`config.mk`:
```
export PLATFORM = sky130hd
export DESIGN_NAME = bist_ctrl_param
export DESIGN_NICKNAME = d
export VERILOG_FILES = /design/src/rtl/bist_pkg.sv /design/src/rtl/bist_clk_div.sv /design/src/rtl/bist_ctrl_param.sv
export SDC_FILE = /design/constraint.sdc
export NUM_CORES = 1
export LEC_CHECK = 0
export ABC_AREA = 1
export ABC_CLOCK_PERIOD_IN_PS = 1300
export CELL_PAD_IN_SITES_DETAIL_PLACEMENT = 1
export CELL_PAD_IN_SITES_GLOBAL_PLACEMENT = 1
export CORE_UTILIZATION = 25
export DETAILED_ROUTE_END_ITERATION = 16
export PLACE_DENSITY = 0.49
export SYNTH_ARGS = -nofsm -noshare
export SYNTH_HDL_FRONTEND = slang
export SYNTH_SLANG_ARGS = --single-unit
```
`constraint.sdc`:
```
create_clock -name clk -period 1.3 [get_ports clk]
set_input_delay 0.39 -clock clk [delete_from_list [all_inputs] [get_ports clk]]
set_output_delay 0.39 -clock clk [all_outputs]
set_load 0.005 [all_outputs]
```
`src/rtl/bist_pkg.sv`:
```
// Shared definitions for the BIST session controller: state encoding and counter sizing.
package bist_pkg;

    typedef enum logic [2:0] {
        ST_IDLE = 3'd0,
        ST_INIT = 3'd1,
        ST_RUN  = 3'd2,
        ST_FIN  = 3'd3,
        ST_DONE = 3'd4
    } bist_state_t;

    // Counter width able to hold 0..n-1, never narrower than one bit.
    function automatic int cnt_w(input int n);
        return (n > 1) ? $clog2(n) : 1;
    endfunction

endpackage

```
`src/rtl/bist_clk_div.sv`:
```
// Modulo-DIV counter with synchronous clear; tc flags the last count of each period.
// Latency: tc is combinational from the count register, valid in the same cycle.
// Backpressure: none; advances whenever en is high and clr is low.
module bist_clk_div
    import bist_pkg::*;
#(
    parameter int DIV = 1
) (
    input  logic clk,
    input  logic rst,
    input  logic clr,
    input  logic en,
    output logic tc
);

    localparam int W = cnt_w(DIV);

    logic [W-1:0] cnt;

    always_ff @(posedge clk or posedge rst) begin
        if (rst) begin
            cnt <= '0;
        end else if (clr) begin
            cnt <= '0;
        end else if (en) begin
            cnt <= (cnt == W'(DIV - 1)) ? '0 : cnt + W'(1);
        end
    end

    assign tc = (cnt == W'(DIV - 1));

endmodule

```
`src/rtl/bist_ctrl_param.sv`:
```
// BIST session controller: NPASS passes of init / NCLOCK run / finish; optional abort under BIST_ABORT_EN.
// Latency: init one cycle after start is sampled; bist_end NPASS*(NCLOCK+2) cycles after it.
// Backpressure: none; start is ignored while a session is in progress.
module bist_ctrl_param
    import bist_pkg::*;
#(
    parameter int NCLOCK     = 650,
    parameter int NPASS      = 1,
    parameter int TOGGLE_DIV = 1,
    localparam int PASS_W    = cnt_w(NPASS)
) (
    input  logic              clk,
    input  logic              reset,
    input  logic              start,
`ifdef BIST_ABORT_EN
    input  logic              abort,
    output logic              aborted,
`endif
    output logic              init,
    output logic              running,
    output logic              toggle,
    output logic              finish,
    output logic              bist_end,
    output logic [PASS_W-1:0] pass_idx
);

    localparam int CNT_W = cnt_w(NCLOCK);

    bist_state_t       state;
    logic [CNT_W-1:0]  cyc_cnt;
    logic              div_en;
    logic              div_clr;
    logic              div_tc;
    logic              last_run;
    logic              last_pass;
    logic              abort_hit;

    // The divider runs one cycle ahead of the RUN cycle it describes, so its
    // terminal count can be registered straight into toggle.
    assign div_en  = (state == ST_INIT) || (state == ST_RUN);
    assign div_clr = !div_en;

    bist_clk_div #(
        .DIV (TOGGLE_DIV)
    ) u_div (
        .clk (clk),
        .rst (reset),
        .clr (div_clr),
        .en  (div_en),
        .tc  (div_tc)
    );

    assign last_run  = (cyc_cnt == CNT_W'(NCLOCK - 1));
    assign last_pass = (pass_idx == PASS_W'(NPASS - 1));

`ifdef BIST_ABORT_EN
    assign abort_hit = abort && ((state == ST_INIT) || (state == ST_RUN) || (state == ST_FIN));
`else
    assign abort_hit = 1'b0;
`endif

    always_ff @(posedge clk or posedge reset) begin
        if (reset) begin
            state    <= ST_IDLE;
            cyc_cnt  <= '0;
            pass_idx <= '0;
            init     <= 1'b0;
            running  <= 1'b0;
            toggle   <= 1'b0;
            finish   <= 1'b0;
            bist_end <= 1'b0;
`ifdef BIST_ABORT_EN
            aborted  <= 1'b0;
`endif
        end else begin
            init   <= 1'b0;
            toggle <= 1'b0;
            finish <= 1'b0;
            if (abort_hit) begin
                // Abort beats the terminal count: straight to DONE, no finish pulse.
                state    <= ST_DONE;
                running  <= 1'b0;
                bist_end <= 1'b1;
`ifdef BIST_ABORT_EN
                aborted  <= 1'b1;
`endif
            end else begin
                case (state)
                    ST_IDLE, ST_DONE: begin
                        if (start) begin
                            state    <= ST_INIT;
                            init     <= 1'b1;
                            pass_idx <= '0;
                            bist_end <= 1'b0;
`ifdef BIST_ABORT_EN
                            aborted  <= 1'b0;
`endif
                        end
                    end
                    ST_INIT: begin
                        state   <= ST_RUN;
                        running <= 1'b1;
                        cyc_cnt <= '0;
                        toggle  <= div_tc;
                    end
                    ST_RUN: begin
                        if (last_run) begin
                            state   <= ST_FIN;
                            running <= 1'b0;
                            finish  <= 1'b1;
                        end else begin
                            cyc_cnt <= cyc_cnt + CNT_W'(1);
                            toggle  <= div_tc;
                        end
                    end
                    ST_FIN: begin
                        if (last_pass) begin
                            state    <= ST_DONE;
                            bist_end <= 1'b1;
                        end else begin
                            state    <= ST_INIT;
                            init     <= 1'b1;
                            pass_idx <= pass_idx + PASS_W'(1);
                        end
                    end
                    default: begin
                        state <= ST_IDLE;
                    end
                endcase
            end
        end
    end

endmodule

```
After elaboration in Yosys (flattened, before gate mapping)
Cells that the tools add are included.
Storage, ports and cells
  register bits: 20
  input bits: 3
  output and inout bits: 6
  word-level logic and storage cells: 54
Cells by class
  add/sub/neg operators: 3
  eq/ne operators: 9
  muxes and demuxes: 22
  bitwise operators: 1
  reductions and logical operators: 10
Operator list (count)
  $pmux W10 S2: 1
  $pmux W3 S4: 1
  $mux W1: 11
  $add A10 B1 Y10 const B: 1
  $eq A10 B10 Y1 const B: 1
  $mux W10: 1
  $pmux W1 S2: 5
  $mux W3: 3
  $ne A2 B2 Y1 const B: 4
  $reduce_and A2 Y1: 4
  $eq A3 B2 Y1 const B: 2
  $reduce_bool A2 Y1: 2
  $eq A3 B1 Y1 const B: 1
  $eq A3 B3 Y1 const B: 1
  $logic_not A3 Y1: 1
  $reduce_and A3 Y1: 1
  $add A1 B1 Y1 const B: 2
  $reduce_or A2 Y1: 1
  $logic_or A1 B1 Y1: 1
  $not A1 Y1: 1

Logic depth before layout (Yosys ltp)
  word-level depth: 4
  gate-level depth with buffers: 9
  depth with buffers taken out: 9

Modules after synthesis
Synthesis repeated with hierarchy kept, for this count alone.
Second synthesis, totals
  cells, all modules: 133
  area, all modules: 1003.5 um^2
Modules (own cells, without submodules)
  bist_ctrl_param: times used 1, cells an instance 131, area an instance 992.2 um^2, seq. area each 450.4 um^2
  bist_clk_div: times used 1, cells an instance 2, area an instance 11.3 um^2, seq. area each 0.0 um^2

Worst setup path after synthesis
OpenSTA, ideal clock, no wires.
  path type: register to register
  from: register cyc_cnt[1]
  to: register cyc_cnt[3]
  library setup time: 117 ps
  data arrival time: 1199 ps
  data required time: 1183 ps
  path slack: -17 ps
  stages on the path, launching flop included: 10
  buffers on the path: 0
  period minus slack after synthesis: 1317 ps
  path through: dfrtp_1 -> inv_1 -> ha_1 -> inv_1 -> nor2_1 -> nand3_1 -> nor2_1 -> nand2_1 -> nand3_1 -> nand2_1
Between the ends
  longest elaborated chain between the ends: 3
  elaborated cells on any way between the ends: 6
  classes of those cells: 1 x add/sub; 2 x eq/ne; 2 x mux; 1 x reduce/logical
RTL lines
  start: declaration: RTL line bist_ctrl_param.sv:30  | logic [CNT_W-1:0] cyc_cnt;
  start signal: assignment: RTL line bist_ctrl_param.sv:112  | cyc_cnt <= cyc_cnt + CNT_W'(1);
  $add A10 B1 Y10 / $eq A10 B10 Y1 (equally long branches): RTL line bist_ctrl_param.sv:112, bist_ctrl_param.sv:53
  $mux W10 / $ne A2 B2 Y1 (equally long branches)
  $pmux W10 S2 / $reduce_and A2 Y1 (equally long branches)
Several ways; a longest one is shown, not always the timed one. The select of a mux whose other input is x is not followed.
A chain may end at the register's enable or synchronous reset.

Worst setup path after layout
Ends and elaborated chain as after synthesis.

==> results.md <==
- Max Root-Sink Buffers: 2
- Met2 Use GR: between 20 and 25%
- Final net count: ~160
- Fraction of layout cells with a size suffix above 1: 26.8%
- Setup-failing EPs final: 13
- H-tree depth: 1
- First-pass GRT wire length: 4510 µm
- Worst clock skew: about 0.0064 ns
- Vias in the first global route: 933
- Routability cong.: about 0.72
- Via-to-Cell Ratio: roughly 4.6
- Main synth FF type: dfrtp_1
- Synthesized Nets: roughly 140
- Site row count: 22
- Pin count of the biggest net entering global routing: 19
- FMAX: ~700 MHz
- CORE AREA: 0.00377 mm²
- Post-Syn Area: roughly 0.0010 mm²
- Synth Area in Compound Gates: between 4 and 5%
- Flop-to-flop setup slack: -0.11 ns
- Post-synthesis async set-or-reset flop share: 100%
- Peak VDD IR: roughly 0.00048 V
- WS Path Type: reg -> reg
- Post-Synthesis Cells: 132
- Commonest cells in the netlist: 34 x nand2_1, 23 x nand3_1, 19 x inv_1
- Status: finished, violations left
- Initial Utilization: about a quarter
- Setup repair after global routing missed its margin: yes
- Mux cell area share after synthesis: 0%
- Yosys warning total: 0
- Die height: around 66 µm
- DP Cell Count: 197
- Placed inst area: approximately 0.0012 mm²
- CP endpoint kind: flip-flop
- Switching power: about 0.92 mW
- Later-pin clock latency in the skew report: around 0.26 ns
- Pwr Density: around 1700 mW/mm²
- Dpl hpwl: ~2000 µm
- Critical path arrival: between 1.5 and 2 ns
- Final WS setup: -0.113 ns
- Clk slew on worst S/H paths: approximately 0.08 ns
- Clk sinks: 18
- Internal power: about 1.4 mW
- Crit start category: flip-flop
- Drt wl/cell: roughly 13 µm
- Avg Inst Size Synth: 7.64 µm²
- Worst Hold Class: in -> async
- Worst Path Max Fanout: 6
- Fin. Hold Viols: 0
- Gr usage total: around 14%
- Net Sw Frac: roughly two fifths
- 1st-iter DRT viols: 18
- IO buf count: 7
- Xor/xnor share of the synthesized area: less than 1%
- Design Area, Final: between 0.001 and 0.0015 mm²
- Main combinational cell family by area after synthesis: simple AND/OR/NAND/NOR gates
- Met3 usage: 2.60%
- Seq pwr share: 34.2%
- Final Cycle Share: 109%
- Yosys reg bits: 18
- P_leak: 0.702 nW
- Drt pass-1 iters: 4
- Max Cap Violations: 0
- Part of the power in the clock network: about a fifth
- Area share of and/or/nand/nor cells after synthesis: 35.7%
- Initial antenna violation count: 0
- Post-DRT Antenna Nets: 0
- Wirelength, routed: between 2000 and 3000 µm
- Largest area contributor in the netlist: dfrtp_1
- Residual DRC: 0
- Non-Filler Instances: about 210
- Critical Path RT: approximately 1.5 ns
- Failing checks: setup timing
- Ranking of synthesized cells by area: dfrtp_1 45%, nand2_1 13%, nand3_1 11%
- Die width: ~66 µm
- Vias: between 900 and 1,000
- Yosys top cell area share: about 45%
- GR Overflow Total: 0
- Number of flops mapped to enable cells by yosys: 0
- Comb pwr share: between 40% and 50%
- # IOs: 9
- CTS tree: done
- Count leader, synth: nand2_1
- Layout area overhead: 36.0%
- Busiest layer in global routing: met2
- Register area share after synthesis: about 45%
- Worst r2r dst: cyc_cnt[3]
- Yosys cell types: 21
- CTS Buf Count: 3
- Worst r2r path cells: 9
- Root Buffer: clkbuf_8
- Antenna diode count: 0
- Adder-Cell Fraction of Synth Area: 2.48%
- FF-to-FF Start: cyc_cnt[1]
- Die ar.: 0.00429 mm²
- Max Slew Vio Count: 0
- Final Util: between 30% and 40%
- Hold-fix buffers at CTS: 0
- Final min period: around 1.4 ns
- M1 GR Usage: a little under a fifth
kinds of logic (layout without fill, tap and decap cells):
| kind of cell | after synthesis | count (layout) |
|---|---|---|
| compound gates | 7 | 7 |
| simple gates | 78 | 78 |
| flops | 18 | 18 |
| xor+xnor | 1 | 1 |
| buf+inv | 25 | 50 |
| fa+ha+maj | 2 | 2 |
| other cells | 1 | 1 |
worst max-delay path by stage:
stage / to / cells after the start / slack [ns] / start
after global placement: cyc_cnt[3] / 9 / -0.08 / cyc_cnt[1]
after CTS: cyc_cnt[3] / 9 / -0.09 / cyc_cnt[1]
after detailed placement: cyc_cnt[3] / 9 / -0.12 / cyc_cnt[1]
final: cyc_cnt[3] / 9 / -0.11 / cyc_cnt[1]
after global routing: cyc_cnt[2] / 9 / -0.20 / cyc_cnt[1]
after floorplan: cyc_cnt[3] / 9 / 0.03 / cyc_cnt[1]
flip-flops by register name, indices dropped and copies added (netlist names):
register	count
finish	1
state	3
cyc_cnt	10
toggle	1
running	1
bist_end	1
init	1
per-stage QoR:
stage | hold slack (ns) | worst slack, ns | TNS (ns) | power (mW)
floorplan | 0.329 | 0.0344 | 0 | 1.30
global placement | 0.459 | -0.0846 | -0.478 | 1.66
detailed placement | 0.465 | -0.118 | -0.906 | 1.68
CTS | 0.463 | -0.0916 | -0.978 | 2.21
global route | 0.474 | -0.201 | -2.18 | 2.44
finish | 0.449 | -0.113 | -1.07 | 2.28
power groups by stage:
stage	combinational, mW	sequential [mW]	clock [mW]
3_5_place_dp	0.886	0.795	0
6_report	1.01	0.780	0.487
2_1_floorplan	0.519	0.781	0
3_3_place_gp	0.874	0.791	0
4_1_cts	0.933	0.783	0.493
5_1_grt	1.13	0.794	0.514
routing by layer:
layer | wire length [µm] | vias up
li1 | - | 466
met1 | 1390 | 459
met2 | 1190 | 6
met3 | 41 | 4
met4 | 36 | 0
met5 | 0 | -
layout make-up:
type / instances / area, µm²
clock buffer: 4 / 55.1
fill: 455 / 2400
inverter: 20 / 75.1
multi-input combinational: 89 / 502
sequential: 18 / 450
tap: 48 / 60.1
timing repair buffer: 26 / 229
cells in the final DEF (no fill, tap or decap), drive strengths merged:
| master | Yosys | routed |
|---|---|---|
| a21o | 1 | 1 |
| buf | 5 | 19 |
| or2 | 1 | 1 |
| dfrtp | 18 | 18 |
| nor2 | 12 | 12 |
| inv | 20 | 20 |
| ha | 2 | 2 |
| nor3 | 2 | 2 |
| nand3 | 23 | 23 |
| nand4 | 6 | 6 |
| xor2 | 1 | 1 |
| clkdlybuf4s15 | 0 | 2 |
| o21ai | 3 | 3 |
| conb | 1 | 1 |
| clkbuf | 0 | 4 |
| o21bai | 3 | 3 |
| nand2 | 34 | 34 |
| clkdlybuf4s50 | 0 | 2 |
| dlygate4sd2 | 0 | 3 |
worst max-delay path, cell delays in order (launching register included):
cell and delay, ns:
dfrtp_1 0.39, inv_1 0.06, ha_2 0.16, inv_2 0.03
nor2_2 0.08, nand3_2 0.11, o21ai_2 0.21, buf_6 0.15
nand3_1 0.06, nand2_1 0.07
what timing repair did:
item                       in CTS  in global routing
resized for setup              15                  9
setup endpoints to repair      19                 16
setup buffers                   1                  3
pin swaps                       4                  4
hold endpoints to repair        0                  0
Power figures use the tool's default switching activity.
